### src/rtl/msx_layout_sequencer_pkg.sv
// Shared MSX machine types used by the layout sequencer and slot decoder.
// Config-table entries, block table, slot map and SDRAM block geometry.
package msx_layout_sequencer_pkg;

  localparam int MAX_ENTRIES  = 16;
  localparam int SDRAM_BLOCKS = 2048;
  localparam int BLOCK_SHIFT  = 14;

  typedef enum logic [4:0] {
    CONFIG_NONE       = 5'd0,
    CONFIG_RAM        = 5'd1,
    CONFIG_RAM_MAPPER = 5'd2,
    CONFIG_BIOS       = 5'd3,
    CONFIG_FDC        = 5'd4,
    CONFIG_CART_A     = 5'd5,
    CONFIG_CART_B     = 5'd6,
    CONFIG_KBD_LAYOUT = 5'd7,
    CONFIG_ROM_MIRROR = 5'd8,
    CONFIG_IO_MIRROR  = 5'd9,
    CONFIG_MIRROR     = 5'd10
  } config_typ_t;

  typedef enum logic [3:0] {
    SLOT_TYP_NONE   = 4'd0,
    SLOT_TYP_RAM    = 4'd1,
    SLOT_TYP_MAPPER = 4'd2,
    SLOT_TYP_ROM    = 4'd3,
    SLOT_TYP_FDC    = 4'd4,
    SLOT_TYP_CART_A = 4'd5,
    SLOT_TYP_CART_B = 4'd6
  } slot_typ_t;

  typedef struct packed {
    config_typ_t typ;
    logic [3:0]  reference;
    logic [7:0]  block_count;
    logic [1:0]  slot;
    logic [1:0]  sub_slot;
    logic [1:0]  start_block;
    logic [27:0] store_address;
  } msx_config_t;

  typedef struct packed {
    logic [9:0]  block_count;
    logic [24:0] offset;
  } block_t;

  typedef struct packed {
    slot_typ_t  typ;
    logic [3:0] block_id;
    logic [1:0] offset;
  } mem_block_t;

  function automatic slot_typ_t cfg2slot_typ(
    input config_typ_t t
  );
    slot_typ_t r;
    case (t)
      CONFIG_RAM:        r = SLOT_TYP_RAM;
      CONFIG_RAM_MAPPER: r = SLOT_TYP_MAPPER;
      CONFIG_BIOS,
      CONFIG_KBD_LAYOUT,
      CONFIG_ROM_MIRROR,
      CONFIG_IO_MIRROR,
      CONFIG_MIRROR:     r = SLOT_TYP_ROM;
      CONFIG_FDC:        r = SLOT_TYP_FDC;
      CONFIG_CART_A:     r = SLOT_TYP_CART_A;
      CONFIG_CART_B:     r = SLOT_TYP_CART_B;
      default:           r = SLOT_TYP_NONE;
    endcase
    return r;
  endfunction

endpackage

### src/rtl/msx_layout_sequencer_if.sv
// Bus bundle of the layout sequencer: config BRAM read, DMA request,
// slot-map and block-table write ports.
interface msx_layout_sequencer_if;

  logic [3:0]  cfg_addr;
  logic [4:0]  cfg_typ;
  logic [3:0]  cfg_reference;
  logic [7:0]  cfg_block_count;
  logic [1:0]  cfg_slot;
  logic [1:0]  cfg_sub_slot;
  logic [1:0]  cfg_start_block;
  logic [27:0] cfg_store_address;

  logic        dma_req;
  logic [27:0] dma_src;
  logic [24:0] dma_dst;
  logic [21:0] dma_len;
  logic        dma_ack;

  logic        map_we;
  logic [1:0]  map_slot;
  logic [1:0]  map_sub;
  logic [1:0]  map_page;
  logic [3:0]  map_typ;
  logic [3:0]  map_block_id;
  logic [1:0]  map_offset;

  logic        blk_we;
  logic [3:0]  blk_ref;
  logic [9:0]  blk_count;
  logic [24:0] blk_offset;

  modport seq (
    output cfg_addr,
    input  cfg_typ, cfg_reference,
    input  cfg_block_count, cfg_slot,
    input  cfg_sub_slot, cfg_start_block,
    input  cfg_store_address,
    output dma_req, dma_src,
    output dma_dst, dma_len,
    input  dma_ack,
    output map_we, map_slot, map_sub,
    output map_page, map_typ,
    output map_block_id, map_offset,
    output blk_we, blk_ref,
    output blk_count, blk_offset
  );

  modport env (
    input  cfg_addr,
    output cfg_typ, cfg_reference,
    output cfg_block_count, cfg_slot,
    output cfg_sub_slot, cfg_start_block,
    output cfg_store_address,
    input  dma_req, dma_src,
    input  dma_dst, dma_len,
    output dma_ack,
    input  map_we, map_slot, map_sub,
    input  map_page, map_typ,
    input  map_block_id, map_offset,
    input  blk_we, blk_ref,
    input  blk_count, blk_offset
  );

endinterface

### src/rtl/msx_layout_sequencer.sv
// Walks the config table once per load, allocating SDRAM blocks,
// filling block table / slot map and scheduling DDR3 copies.
module msx_layout_sequencer
  import msx_layout_sequencer_pkg::*;
#(
  parameter int MAX_ENTRIES  = 16,
  parameter int SDRAM_BLOCKS = 2048
) (
  input  logic clk_sys,
  input  logic reset_n,
  input  logic start,
  msx_layout_sequencer_if.seq bus,
  output logic busy,
  output logic done,
  output logic error
);

  typedef enum logic [3:0] {
    S_IDLE,
    S_FETCH,
    S_WAIT,
    S_DECODE,
    S_ALLOC,
    S_MAP,
    S_DMA,
    S_NEXT,
    S_DONE,
    S_ERR
  } state_t;

  state_t      st;
  logic [3:0]  idx;
  logic [11:0] alloc;
  logic [11:0] base;
  msx_config_t ent;

  logic        alloc_typ;
  logic        mirror_typ;
  logic        dma_typ;
  logic [12:0] alloc_sum;
  logic        overflow;
  logic [8:0]  end_page;
  logic [1:0]  last_page;

  always_comb begin
    alloc_typ  = 1'b0;
    mirror_typ = 1'b0;
    dma_typ    = 1'b0;
    case (ent.typ)
      CONFIG_RAM,
      CONFIG_RAM_MAPPER: alloc_typ = 1'b1;
      CONFIG_BIOS,
      CONFIG_FDC,
      CONFIG_CART_A,
      CONFIG_CART_B: begin
        alloc_typ = 1'b1;
        dma_typ   = 1'b1;
      end
      CONFIG_KBD_LAYOUT,
      CONFIG_ROM_MIRROR,
      CONFIG_IO_MIRROR,
      CONFIG_MIRROR: mirror_typ = 1'b1;
      default: ;
    endcase
  end

  always_comb begin
    alloc_sum = {1'b0, alloc}
              + {5'b0, ent.block_count};
    overflow  = alloc_sum > 13'(SDRAM_BLOCKS);
    end_page  = {7'b0, ent.start_block}
              + {1'b0, ent.block_count}
              - 9'd1;
    // zero-length mirrors still get one slot-map write
    if (ent.block_count == 8'd0)
      last_page = ent.start_block;
    else if (end_page >= 9'd3)
      last_page = 2'd3;
    else
      last_page = end_page[1:0];
  end

  always_ff @(posedge clk_sys or negedge reset_n) begin
    if (!reset_n) begin
      st               <= S_IDLE;
      idx              <= '0;
      alloc            <= '0;
      base             <= '0;
      ent              <= '0;
      busy             <= 1'b0;
      done             <= 1'b0;
      error            <= 1'b0;
      bus.cfg_addr     <= '0;
      bus.dma_req      <= 1'b0;
      bus.dma_src      <= '0;
      bus.dma_dst      <= '0;
      bus.dma_len      <= '0;
      bus.map_we       <= 1'b0;
      bus.map_slot     <= '0;
      bus.map_sub      <= '0;
      bus.map_page     <= '0;
      bus.map_typ      <= '0;
      bus.map_block_id <= '0;
      bus.map_offset   <= '0;
      bus.blk_we       <= 1'b0;
      bus.blk_ref      <= '0;
      bus.blk_count    <= '0;
      bus.blk_offset   <= '0;
    end else begin
      unique case (st)
        S_IDLE: begin
          if (start) begin
            done         <= 1'b0;
            error        <= 1'b0;
            idx          <= '0;
            alloc        <= '0;
            busy         <= 1'b1;
            bus.cfg_addr <= '0;
            st           <= S_FETCH;
          end
        end
        S_FETCH: st <= S_WAIT;
        S_WAIT: begin
          ent.typ <= config_typ_t'(bus.cfg_typ);
          ent.reference     <= bus.cfg_reference;
          ent.block_count   <= bus.cfg_block_count;
          ent.slot          <= bus.cfg_slot;
          ent.sub_slot      <= bus.cfg_sub_slot;
          ent.start_block   <= bus.cfg_start_block;
          ent.store_address <= bus.cfg_store_address;
          st                <= S_DECODE;
        end
        S_DECODE: begin
          bus.map_slot     <= ent.slot;
          bus.map_sub      <= ent.sub_slot;
          bus.map_page     <= ent.start_block;
          bus.map_offset   <= '0;
          bus.map_block_id <= ent.reference;
          bus.map_typ      <= cfg2slot_typ(ent.typ);
          bus.blk_ref      <= ent.reference;
          bus.blk_count    <= {2'b0, ent.block_count};
          bus.blk_offset   <= 25'(alloc) << BLOCK_SHIFT;
          if (ent.typ == CONFIG_NONE) begin
            st <= S_DONE;
          end else if (alloc_typ) begin
            if (ent.block_count == 8'd0) begin
              st <= S_NEXT;
            end else if (overflow) begin
              st <= S_ERR;
            end else begin
              bus.blk_we <= 1'b1;
              st         <= S_ALLOC;
            end
          end else if (mirror_typ) begin
            bus.map_we <= 1'b1;
            st         <= S_MAP;
          end else begin
            st <= S_NEXT;
          end
        end
        S_ALLOC: begin
          bus.blk_we <= 1'b0;
          base       <= alloc;
          alloc      <= alloc_sum[11:0];
          bus.map_we <= 1'b1;
          st         <= S_MAP;
        end
        S_MAP: begin
          if (bus.map_page == last_page) begin
            bus.map_we <= 1'b0;
            if (dma_typ) begin
              bus.dma_req <= 1'b1;
              bus.dma_src <= ent.store_address;
              bus.dma_dst <= 25'(base) << BLOCK_SHIFT;
              bus.dma_len <= 22'(ent.block_count)
                             << BLOCK_SHIFT;
              st          <= S_DMA;
            end else begin
              st <= S_NEXT;
            end
          end else begin
            bus.map_page   <= bus.map_page + 2'd1;
            bus.map_offset <= bus.map_offset + 2'd1;
          end
        end
        S_DMA: begin
          if (bus.dma_ack) begin
            bus.dma_req <= 1'b0;
            st          <= S_NEXT;
          end
        end
        S_NEXT: begin
          if (idx == 4'(MAX_ENTRIES - 1)) begin
            idx <= '0;
            st  <= S_DONE;
          end else begin
            idx          <= idx + 4'd1;
            bus.cfg_addr <= idx + 4'd1;
            st           <= S_FETCH;
          end
        end
        S_DONE: begin
          done <= 1'b1;
          busy <= 1'b0;
          st   <= S_IDLE;
        end
        S_ERR: begin
          error <= 1'b1;
          done  <= 1'b1;
          busy  <= 1'b0;
          st    <= S_IDLE;
        end
        default: st <= S_IDLE;
      endcase
    end
  end

endmodule

### src/flat_wrapper.sv
// flat-port wrapper written by rule: the top's interface ports become plain ports
module msx_layout_sequencer_flat import msx_layout_sequencer_pkg::*;
#(
  parameter int MAX_ENTRIES  = 16,
  parameter int SDRAM_BLOCKS = 2048
)
  (clk_sys, reset_n, start, busy, done, error, bus_cfg_addr, bus_cfg_typ, bus_cfg_reference, bus_cfg_block_count, bus_cfg_slot, bus_cfg_sub_slot, bus_cfg_start_block, bus_cfg_store_address, bus_dma_req, bus_dma_src, bus_dma_dst, bus_dma_len, bus_dma_ack, bus_map_we, bus_map_slot, bus_map_sub, bus_map_page, bus_map_typ, bus_map_block_id, bus_map_offset, bus_blk_we, bus_blk_ref, bus_blk_count, bus_blk_offset);
  msx_layout_sequencer_if bus_i ();
  input  logic clk_sys;
  input  logic reset_n;
  input  logic start;
  output logic busy;
  output logic done;
  output logic error;
  output wire logic [$bits(bus_i.cfg_addr)-1:0] bus_cfg_addr;
  input wire logic [$bits(bus_i.cfg_typ)-1:0] bus_cfg_typ;
  input wire logic [$bits(bus_i.cfg_reference)-1:0] bus_cfg_reference;
  input wire logic [$bits(bus_i.cfg_block_count)-1:0] bus_cfg_block_count;
  input wire logic [$bits(bus_i.cfg_slot)-1:0] bus_cfg_slot;
  input wire logic [$bits(bus_i.cfg_sub_slot)-1:0] bus_cfg_sub_slot;
  input wire logic [$bits(bus_i.cfg_start_block)-1:0] bus_cfg_start_block;
  input wire logic [$bits(bus_i.cfg_store_address)-1:0] bus_cfg_store_address;
  output wire logic [$bits(bus_i.dma_req)-1:0] bus_dma_req;
  output wire logic [$bits(bus_i.dma_src)-1:0] bus_dma_src;
  output wire logic [$bits(bus_i.dma_dst)-1:0] bus_dma_dst;
  output wire logic [$bits(bus_i.dma_len)-1:0] bus_dma_len;
  input wire logic [$bits(bus_i.dma_ack)-1:0] bus_dma_ack;
  output wire logic [$bits(bus_i.map_we)-1:0] bus_map_we;
  output wire logic [$bits(bus_i.map_slot)-1:0] bus_map_slot;
  output wire logic [$bits(bus_i.map_sub)-1:0] bus_map_sub;
  output wire logic [$bits(bus_i.map_page)-1:0] bus_map_page;
  output wire logic [$bits(bus_i.map_typ)-1:0] bus_map_typ;
  output wire logic [$bits(bus_i.map_block_id)-1:0] bus_map_block_id;
  output wire logic [$bits(bus_i.map_offset)-1:0] bus_map_offset;
  output wire logic [$bits(bus_i.blk_we)-1:0] bus_blk_we;
  output wire logic [$bits(bus_i.blk_ref)-1:0] bus_blk_ref;
  output wire logic [$bits(bus_i.blk_count)-1:0] bus_blk_count;
  output wire logic [$bits(bus_i.blk_offset)-1:0] bus_blk_offset;
  assign bus_cfg_addr = bus_i.cfg_addr;
  assign bus_i.cfg_typ = bus_cfg_typ;
  assign bus_i.cfg_reference = bus_cfg_reference;
  assign bus_i.cfg_block_count = bus_cfg_block_count;
  assign bus_i.cfg_slot = bus_cfg_slot;
  assign bus_i.cfg_sub_slot = bus_cfg_sub_slot;
  assign bus_i.cfg_start_block = bus_cfg_start_block;
  assign bus_i.cfg_store_address = bus_cfg_store_address;
  assign bus_dma_req = bus_i.dma_req;
  assign bus_dma_src = bus_i.dma_src;
  assign bus_dma_dst = bus_i.dma_dst;
  assign bus_dma_len = bus_i.dma_len;
  assign bus_i.dma_ack = bus_dma_ack;
  assign bus_map_we = bus_i.map_we;
  assign bus_map_slot = bus_i.map_slot;
  assign bus_map_sub = bus_i.map_sub;
  assign bus_map_page = bus_i.map_page;
  assign bus_map_typ = bus_i.map_typ;
  assign bus_map_block_id = bus_i.map_block_id;
  assign bus_map_offset = bus_i.map_offset;
  assign bus_blk_we = bus_i.blk_we;
  assign bus_blk_ref = bus_i.blk_ref;
  assign bus_blk_count = bus_i.blk_count;
  assign bus_blk_offset = bus_i.blk_offset;
  msx_layout_sequencer #(.MAX_ENTRIES(MAX_ENTRIES), .SDRAM_BLOCKS(SDRAM_BLOCKS)) u_core (.clk_sys(clk_sys), .reset_n(reset_n), .start(start), .bus(bus_i), .busy(busy), .done(done), .error(error));
endmodule
### config.mk
export PLATFORM = sky130hd
export DESIGN_NAME = msx_layout_sequencer_flat
export DESIGN_NICKNAME = d
export VERILOG_FILES = /design/src/rtl/msx_layout_sequencer_pkg.sv /design/src/rtl/msx_layout_sequencer_if.sv /design/src/rtl/msx_layout_sequencer.sv /design/src/flat_wrapper.sv
export SDC_FILE = /design/constraint.sdc
export NUM_CORES = 1
export LEC_CHECK = 0
export BUFFER_PORTS_ARGS = -buffer_cell sky130_fd_sc_hd__buf_2
export CORE_UTILIZATION = 50
export DETAILED_ROUTE_END_ITERATION = 8
export MAX_ROUTING_LAYER = met4
export PLACE_DENSITY = 0.75
export SLEW_MARGIN = 20
export SYNTH_ARGS = -nofsm -noshare
export SYNTH_HDL_FRONTEND = slang
export SYNTH_SLANG_ARGS = --single-unit
export TNS_END_PERCENT = 100
### constraint.sdc
create_clock -name clk_sys -period 7.6 [get_ports clk_sys]
set_input_delay 0.76 -clock clk_sys [delete_from_list [all_inputs] [get_ports clk_sys]]
set_output_delay 0.76 -clock clk_sys [all_outputs]
set_load 0.01 [all_outputs]
==> flow_metrics.env, run 1 <==
export IMPL_outcome="finished clean"
export IMPL_cp_end_kind="register"
export IMPL_grt_overflow_total=0
export IMPL_hp_class="in2async"
export IMPL_cts_root_buffer="clkbuf_16"
export IMPL_netlist_area_um2=8270
export IMPL_clockBufferDepth=2
export IMPL_ir_drop_mv=0.203
export IMPL_cts_tree="done"
export IMPL_rows=46
export IMPL_rsz0062_at_grt="false"
export IMPL_grt_pass1_wl_um=27200
export IMPL_fin_ws_ns=3.58
export IMPL_postPlaceCellArea_um2=9050
export IMPL_synth_flop_cell="dfrtp_1"
export IMPL_register_area_um2=4330
export IMPL_fill_cells=1369
export IMPL_instances_no_fill=1135
export IMPL_fin_skew_ns=0.0132
export IMPL_synthArstFlopShare=1.00
export IMPL_drive_gt1_frac=0.317
export IMPL_worstPathMaxFanout=19
export IMPL_hold_violations=0
export IMPL_die_y_um=131
export IMPL_dp_cells=1101
export IMPL_cts_max_level=4
export IMPL_fin_nets=984
export IMPL_initial_utilization=0.517
export IMPL_timing_final_max_slew_violations=0
export IMPL_path_clk_slew_ns=0.07
export IMPL_synth_cell_types=63
export IMPL_coreArea_um2=16000
export IMPL_finalSetupTns_ns=0
export IMPL_wl_per_cell_um=15.2
export IMPL_drt_wl_total_um=17300
export IMPL_vias=5809
export IMPL_cap_violations=0
export IMPL_leakage_nw=5.05
export IMPL_pre_cts_slack_ns=3.17
export IMPL_cp_required_ns=7.92
export IMPL_fmax_mhz=249
export IMPL_postCtsSetupBuffers=0
export IMPL_worst_pin_slew_ns=0.892
export IMPL_setup_violations=0
export IMPL_numCtsBuffers=17
export IMPL_fin_area_um2=9690
export IMPL_grt_max_degree=60
export IMPL_areaGrowthSynthToFinish_pct=17.1
export IMPL_ant_nets=0
export IMPL_yosysWarnings=0
export IMPL_die_area_um2=17100
export IMPL_drt_iter0_drc=310
export IMPL_period_minus_slack_ns=4.02
export IMPL_holdBufCountCts=0
export IMPL_antennaDiodeCount=0
export IMPL_slew_headroom=0.404
export IMPL_gp_congestion=0.923
export IMPL_grt_usage=0.216
export IMPL_first_pass_iters=5
export IMPL_powerDensity_nw_per_um2=433
export IMPL_path_class="reg2reg"
export IMPL_period_share=0.529
export IMPL_hpwlAfterDp_um=12000
export IMPL_grt_pass1_vias=5367
export IMPL_drt_vias_per_instance=5.12
export IMPL_clkSinkCount=173
export IMPL_drc=0
export IMPL_ys_seq_elements=173
export IMPL_port_buffers=149
export IMPL_synth_edff_count=0
export IMPL_grt_antenna_before_repair=0
export IMPL_worst_setup_path_start_kind="register"
export IMPL_syn_instance_count=763
export IMPL_die_x_um=131
export IMPL_multiInputGateArea_um2=3540
export IMPL_insertion_delay_ns=0.43
export IMPL_ctsResizeCount=0
export IMPL_synth_avg_cell_area_um2=10.8
export IMPL_arrival_ns=4.34
export IMPL_synth_seq_area_share=0.523
export IMPL_pin_count=195
through the flow:
| step | hold slack, ns | power [W] | utilization |
|---|---|---|---|
| floorplan | 0.435 | 0.00280 | - |
| global placement | 0.445 | 0.00326 | 0.565 |
| detailed placement | 0.451 | 0.00332 | 0.565 |
| CTS | 0.299 | 0.00423 | 0.603 |
| global route | 0.323 | 0.00451 | 0.606 |
| finish | 0.284 | 0.00420 | 0.606 |
worst paths after layout:
| kind | start | slack [ns] | depth (start not counted) | to |
|---|---|---|---|---|
| worst max-delay path | u_core.ent[35] | 3.58 | 16 | u_core.bus.dma_src[17] |
| worst min-delay path | reset_n | 0.28 | 1 | u_core.bus.blk_offset[21] |
| worst max register to register | u_core.ent[35] | 3.58 | 16 | u_core.bus.dma_src[17] |
| worst min register to register | u_core.ent[44] | 0.46 | 2 | u_core.bus.map_block_id[2] |
| max in group asynchronous | reset_n | 5.46 | 3 | u_core.bus.map_offset[1] |
| min in group clk_sys | u_core.ent[44] | 0.46 | 2 | u_core.bus.map_block_id[2] |
registers in the layout, summed over array words and instances, names as in the netlist:
| name | flops |
|---|---|
| u_core.alloc | 12 |
| u_core.base | 11 |
| u_core.bus.blk_count | 8 |
| u_core.bus.blk_offset | 11 |
| u_core.bus.blk_we | 1 |
| u_core.bus.cfg_addr | 4 |
| u_core.bus.dma_dst | 11 |
| u_core.bus.dma_len | 8 |
| u_core.bus.dma_req | 1 |
| u_core.bus.dma_src | 28 |
| u_core.bus.map_block_id | 4 |
| u_core.bus.map_offset | 2 |
| u_core.bus.map_page | 2 |
| u_core.bus.map_slot | 2 |
| u_core.bus.map_sub | 2 |
| u_core.bus.map_typ | 3 |
| u_core.bus.map_we | 1 |
| u_core.busy | 1 |
| u_core.done | 1 |
| u_core.ent | 51 |
| u_core.error | 1 |
| u_core.idx | 4 |
| u_core.st | 4 |
cell families after synthesis:
family / Yosys count / synth area share
AO/OA/AOI/OAI: 123 / 0.0950
other: 1 / 0.000453
AND/OR/NAND/NOR: 241 / 0.132
buffers and inverters: 104 / 0.0724
flip-flops: 173 / 0.523
adder cells (fa/ha/maj): 23 / 0.0366
XOR/XNOR: 9 / 0.0113
multiplexers: 89 / 0.129
synthesized netlist by cell type, types with 5 or more instances:
| library cell | n | area [um2] |
|---|---|---|
| clkbuf_1 | 24 | 90.1 |
| inv_1 | 25 | 93.8 |
| a22o_1 | 6 | 52.6 |
| o21ai_0 | 52 | 260 |
| nor2b_1 | 5 | 31.3 |
| a21o_1 | 7 | 52.6 |
| nor2_1 | 38 | 143 |
| a21oi_1 | 19 | 95.1 |
| xor2_1 | 7 | 61.3 |
| buf_4 | 49 | 368 |
| nor3_1 | 5 | 25.0 |
| ha_1 | 21 | 263 |
| mux2_2 | 68 | 766 |
| nand3_1 | 20 | 100 |
| nand3b_1 | 8 | 60.1 |
| mux2_4 | 19 | 285 |
| dfrtp_1 | 173 | 4330 |
| nand2_1 | 133 | 499 |
report_power, final:
| group | internal, W | switching, W |
|---|---|---|
| sequential | 0.00130 | 0.000287 |
| combinational | 0.000778 | 0.000948 |
| clock | 0.000497 | 0.000389 |
| total | 0.00257 | 0.00162 |
critical path: stages (launching register included):
cell and delay, ns:
dfrtp_1 0.41, inv_1 0.14, ha_1 0.25, inv_1 0.07, ha_1 0.17, inv_1 0.05, fa_1 0.42, nor2_1 0.16
o31ai_1 0.08, a311oi_1 0.41, nor4_1 0.11, a21oi_1 0.26, xnor2_2 0.23, nand4_4 0.36, buf_12 0.29, buf_16 0.18
mux2_4 0.30
metal layers:
metal	global-route usage	share of wire	wire length, um	vias to the layer above
li1	-	-	-	2836
met1	0.296	0.48	8250	2799
met2	0.321	0.47	8070	155
met3	0.0366	0.042	722	19
met4	0.0832	0.012	208	0
met5	-	0	0	-
cell type report:
cell class | instances | area share
Clock buffer | 17 | 0.0439
Clock inverter | 15 | 0.0179
Inverter | 25 | 0.00968
Multi-Input combinational cell | 530 | 0.365
Sequential cell | 173 | 0.447
Tap cell | 216 | 0.0279
Timing Repair Buffer | 159 | 0.0887
layout by cell type (no fill, tap or decap), types with 3 or more instances in the layout:
cell type  count
a211oi_1       4
a21o_1         7
a21oi_1       19
a22o_1         6
a31oi_1        4
and2_1         4
and3_1         4
buf_2        148
buf_4          8
clkbuf_16     17
conb_1        45
dfrtp_1      173
ha_1          21
inv_1         25
inv_6          6
inv_8          3
mux2_2        68
mux2_4        19
nand2_1      133
nand2b_1       3
nand3_1       19
nand3b_1       8
nand4_1        4
nor2_1        38
nor2b_1        5
nor3_1         3
nor3b_1        3
nor4_1         3
o21ai_0       52
o21ba_2        3
o31ai_1        4
xor2_1         7
Power figures use the tool's default switching activity.
==> run 2, diff against run 1 <==
Clock period 7.6 ns to 4.15 ns, I/O delays scaled along.
==> flow_metrics.env, run 2 (synthesized netlist as in run 1, its figures left out) <==
export IMPL_finalSetupTns_ns=0
export IMPL_die_y_um=131
export IMPL_final_cell_mix="dfrtp_1, buf_2, nand2_1"
export IMPL_p_comb_frac=0.417
export IMPL_drt_iter0_drc=354
export IMPL_cp_end_kind="register"
export IMPL_slew_headroom=0.352
export IMPL_grt_usage=0.215
export IMPL_rows=46
export IMPL_cp_required_ns=4.46
export IMPL_drc=0
export IMPL_worst_pin_slew_ns=0.967
export IMPL_path_class="reg2reg"
export IMPL_p_seq_frac=0.379
export IMPL_drt_wl_total_um=17400
export IMPL_p_int_w=0.00467
export IMPL_clkPwrFrac=0.205
export IMPL_cp_slowest_stage_delay_ns=0.51
export IMPL_path_cells="inv_1 -> ha_1 -> inv_1 -> ha_1 -> inv_1 -> fa_1 -> nor2_1 -> o31ai_1 -> a311oi_1 -> nor4_1 -> a21oi_1 -> xnor2_2 -> nand4_4 -> buf_12 -> mux2_4"
export IMPL_clkSinkCount=173
export IMPL_fin_nets=983
export IMPL_hpwlAfterDp_um=12400
export IMPL_setup_violations=0
export IMPL_drive_gt1_frac=0.315
export IMPL_drt_vias_per_instance=5.15
export IMPL_reg2reg_slack_ns=0.22
export IMPL_rr_endpoint="u_core.bus.dma_src[3]"
export IMPL_fmax_mhz=254
export IMPL_powerDensity_nw_per_um2=796
export IMPL_cp_slowest_cell="a311oi_1"
export IMPL_period_minus_slack_ns=3.93
export IMPL_outcome="finished clean"
export IMPL_areaGrowthSynthToFinish_pct=16.6
export IMPL_grt_antenna_before_repair=0
export IMPL_leakage_nw=5.02
export IMPL_period_share=0.947
export IMPL_path_clk_slew_ns=0.06
export IMPL_gp_congestion=0.948
export IMPL_wl_per_cell_um=15.4
export IMPL_postCtsSetupBuffers=0
export IMPL_ir_drop_mv=0.336
export IMPL_cts_tree="done"
export IMPL_fin_skew_ns=0.00883
export IMPL_hp_class="in2async"
export IMPL_antennaDiodeCount=0
export IMPL_reg2regPathDepth=15
export IMPL_arrival_ns=4.24
export IMPL_worst_setup_path_start_kind="register"
export IMPL_initial_utilization=0.517
export IMPL_grt_pass1_vias=5403
export IMPL_grt_overflow_total=0
export IMPL_ant_nets=0
export IMPL_cap_violations=0
export IMPL_die_x_um=131
export IMPL_rsz0062_at_grt="false"
export IMPL_cts_root_buffer="clkbuf_16"
export IMPL_timing_final_max_slew_violations=0
export IMPL_die_area_um2=17100
export IMPL_cts_max_level=4
export IMPL_grt_max_degree=93
export IMPL_fin_area_um2=9650
export IMPL_p_sw_frac=0.392
export IMPL_worstPathMaxFanout=40
export IMPL_top_register="u_core.ent"
export IMPL_pin_count=195
export IMPL_postPlaceCellArea_um2=9070
export IMPL_ctsResizeCount=0
export IMPL_reg2reg_from="u_core.ent[35]"
export IMPL_p_sw_w=0.00301
export IMPL_largest_register_ffs=51
export IMPL_crit_path_start="u_core.ent[35]"
export IMPL_reg_top3="u_core.ent (51), u_core.bus.dma_src (28), u_core.alloc (12)"
export IMPL_coreArea_um2=16000
export IMPL_insertion_delay_ns=0.43
export IMPL_clockBufferDepth=2
export IMPL_vias=5842
export IMPL_port_buffers=149
export IMPL_crit_top_cell="inv_1"
export IMPL_fill_cells=1368
export IMPL_numCtsBuffers=17
export IMPL_hold_violations=0
export IMPL_final_common_cell="dfrtp_1"
export IMPL_first_pass_iters=5
export IMPL_holdBufCountCts=0
export IMPL_grt_pass1_wl_um=27200
-- run 2: cell count changes in the layout (fill, tap and decap cells not counted) --
cell,previous run,this run
inv_6,6,5
clkbuf_1,0,1
bufinv_16,2,1
clkinv_2,2,0
buf_16,1,0
clkinvlp_4,0,2
clkbuf_8,0,1
inv_8,3,4
clkinv_4,2,1
-- run 2: cell type report --
cell class / count / area [um2] / area share
sequential: 173 / 4330 / 0.449
multi-input combinational: 530 / 3540 / 0.367
timing repair buffer: 158 / 832 / 0.0862
clock buffer: 19 / 443 / 0.0459
tap: 216 / 270 / 0.0280
clock inverter: 13 / 143 / 0.0148
inverter: 25 / 93.8 / 0.00972
-- run 2: worst max-delay path, delay by kind of cell (launching register included) --
kind / cells / cell delay [ns]
multiplexers: 1 / 0.32
flip-flops: 1 / 0.41
AND/OR/NAND/NOR: 3 / 0.57
AO/OA/AOI/OAI: 3 / 0.87
adder cells (fa/ha/maj): 3 / 0.84
XOR/XNOR: 1 / 0.23
buffers and inverters: 4 / 0.55
-- run 2: metrics by stage --
step	worst slack, ns	hold WS [ns]	std cells	power [W]	utilization
floorplan	0.862	0.119	807	0.00512	-
global placement	0.542	0.445	1102	0.00599	0.567
detailed placement	0.387	0.458	1102	0.00612	0.567
CTS	0.292	0.0823	1134	0.00772	0.603
global route	0.0523	0.115	1134	0.00822	0.603
finish	0.218	0.0536	1134	0.00768	0.603
-- run 2: power groups by stage --
stage | registers (W) | logic [W] | clock network (W)
2_1_floorplan | 0.00291 | 0.00221 | 0
3_3_place_gp | 0.00291 | 0.00308 | 0
3_5_place_dp | 0.00294 | 0.00318 | 0
4_1_cts | 0.00291 | 0.00320 | 0.00161
5_1_grt | 0.00301 | 0.00354 | 0.00167
6_report | 0.00291 | 0.00320 | 0.00157
-- run 2: routing by layer --
layer  routed length, um  up-vias  part of all wire  track usage
li1                    -     2826                 -            -
met1                8170     2854              0.47        0.293
met2                8370      148              0.48        0.330
met3                 747       14             0.043       0.0391
met4                 154        0            0.0088       0.0575
met5                   0        -                 0            -
-- run 2: how the worst max path moves through the flow --
stage	end	slack (ns)	cells past startpoint
after floorplan	u_core.bus.dma_src[10]	0.86	16
after global placement	u_core.bus.dma_src[5]	0.54	15
after detailed placement	u_core.bus.dma_src[5]	0.39	15
after CTS	u_core.bus.dma_src[3]	0.29	15
after global routing	u_core.bus.dma_src[3]	0.05	15
final	u_core.bus.dma_src[3]	0.22	15
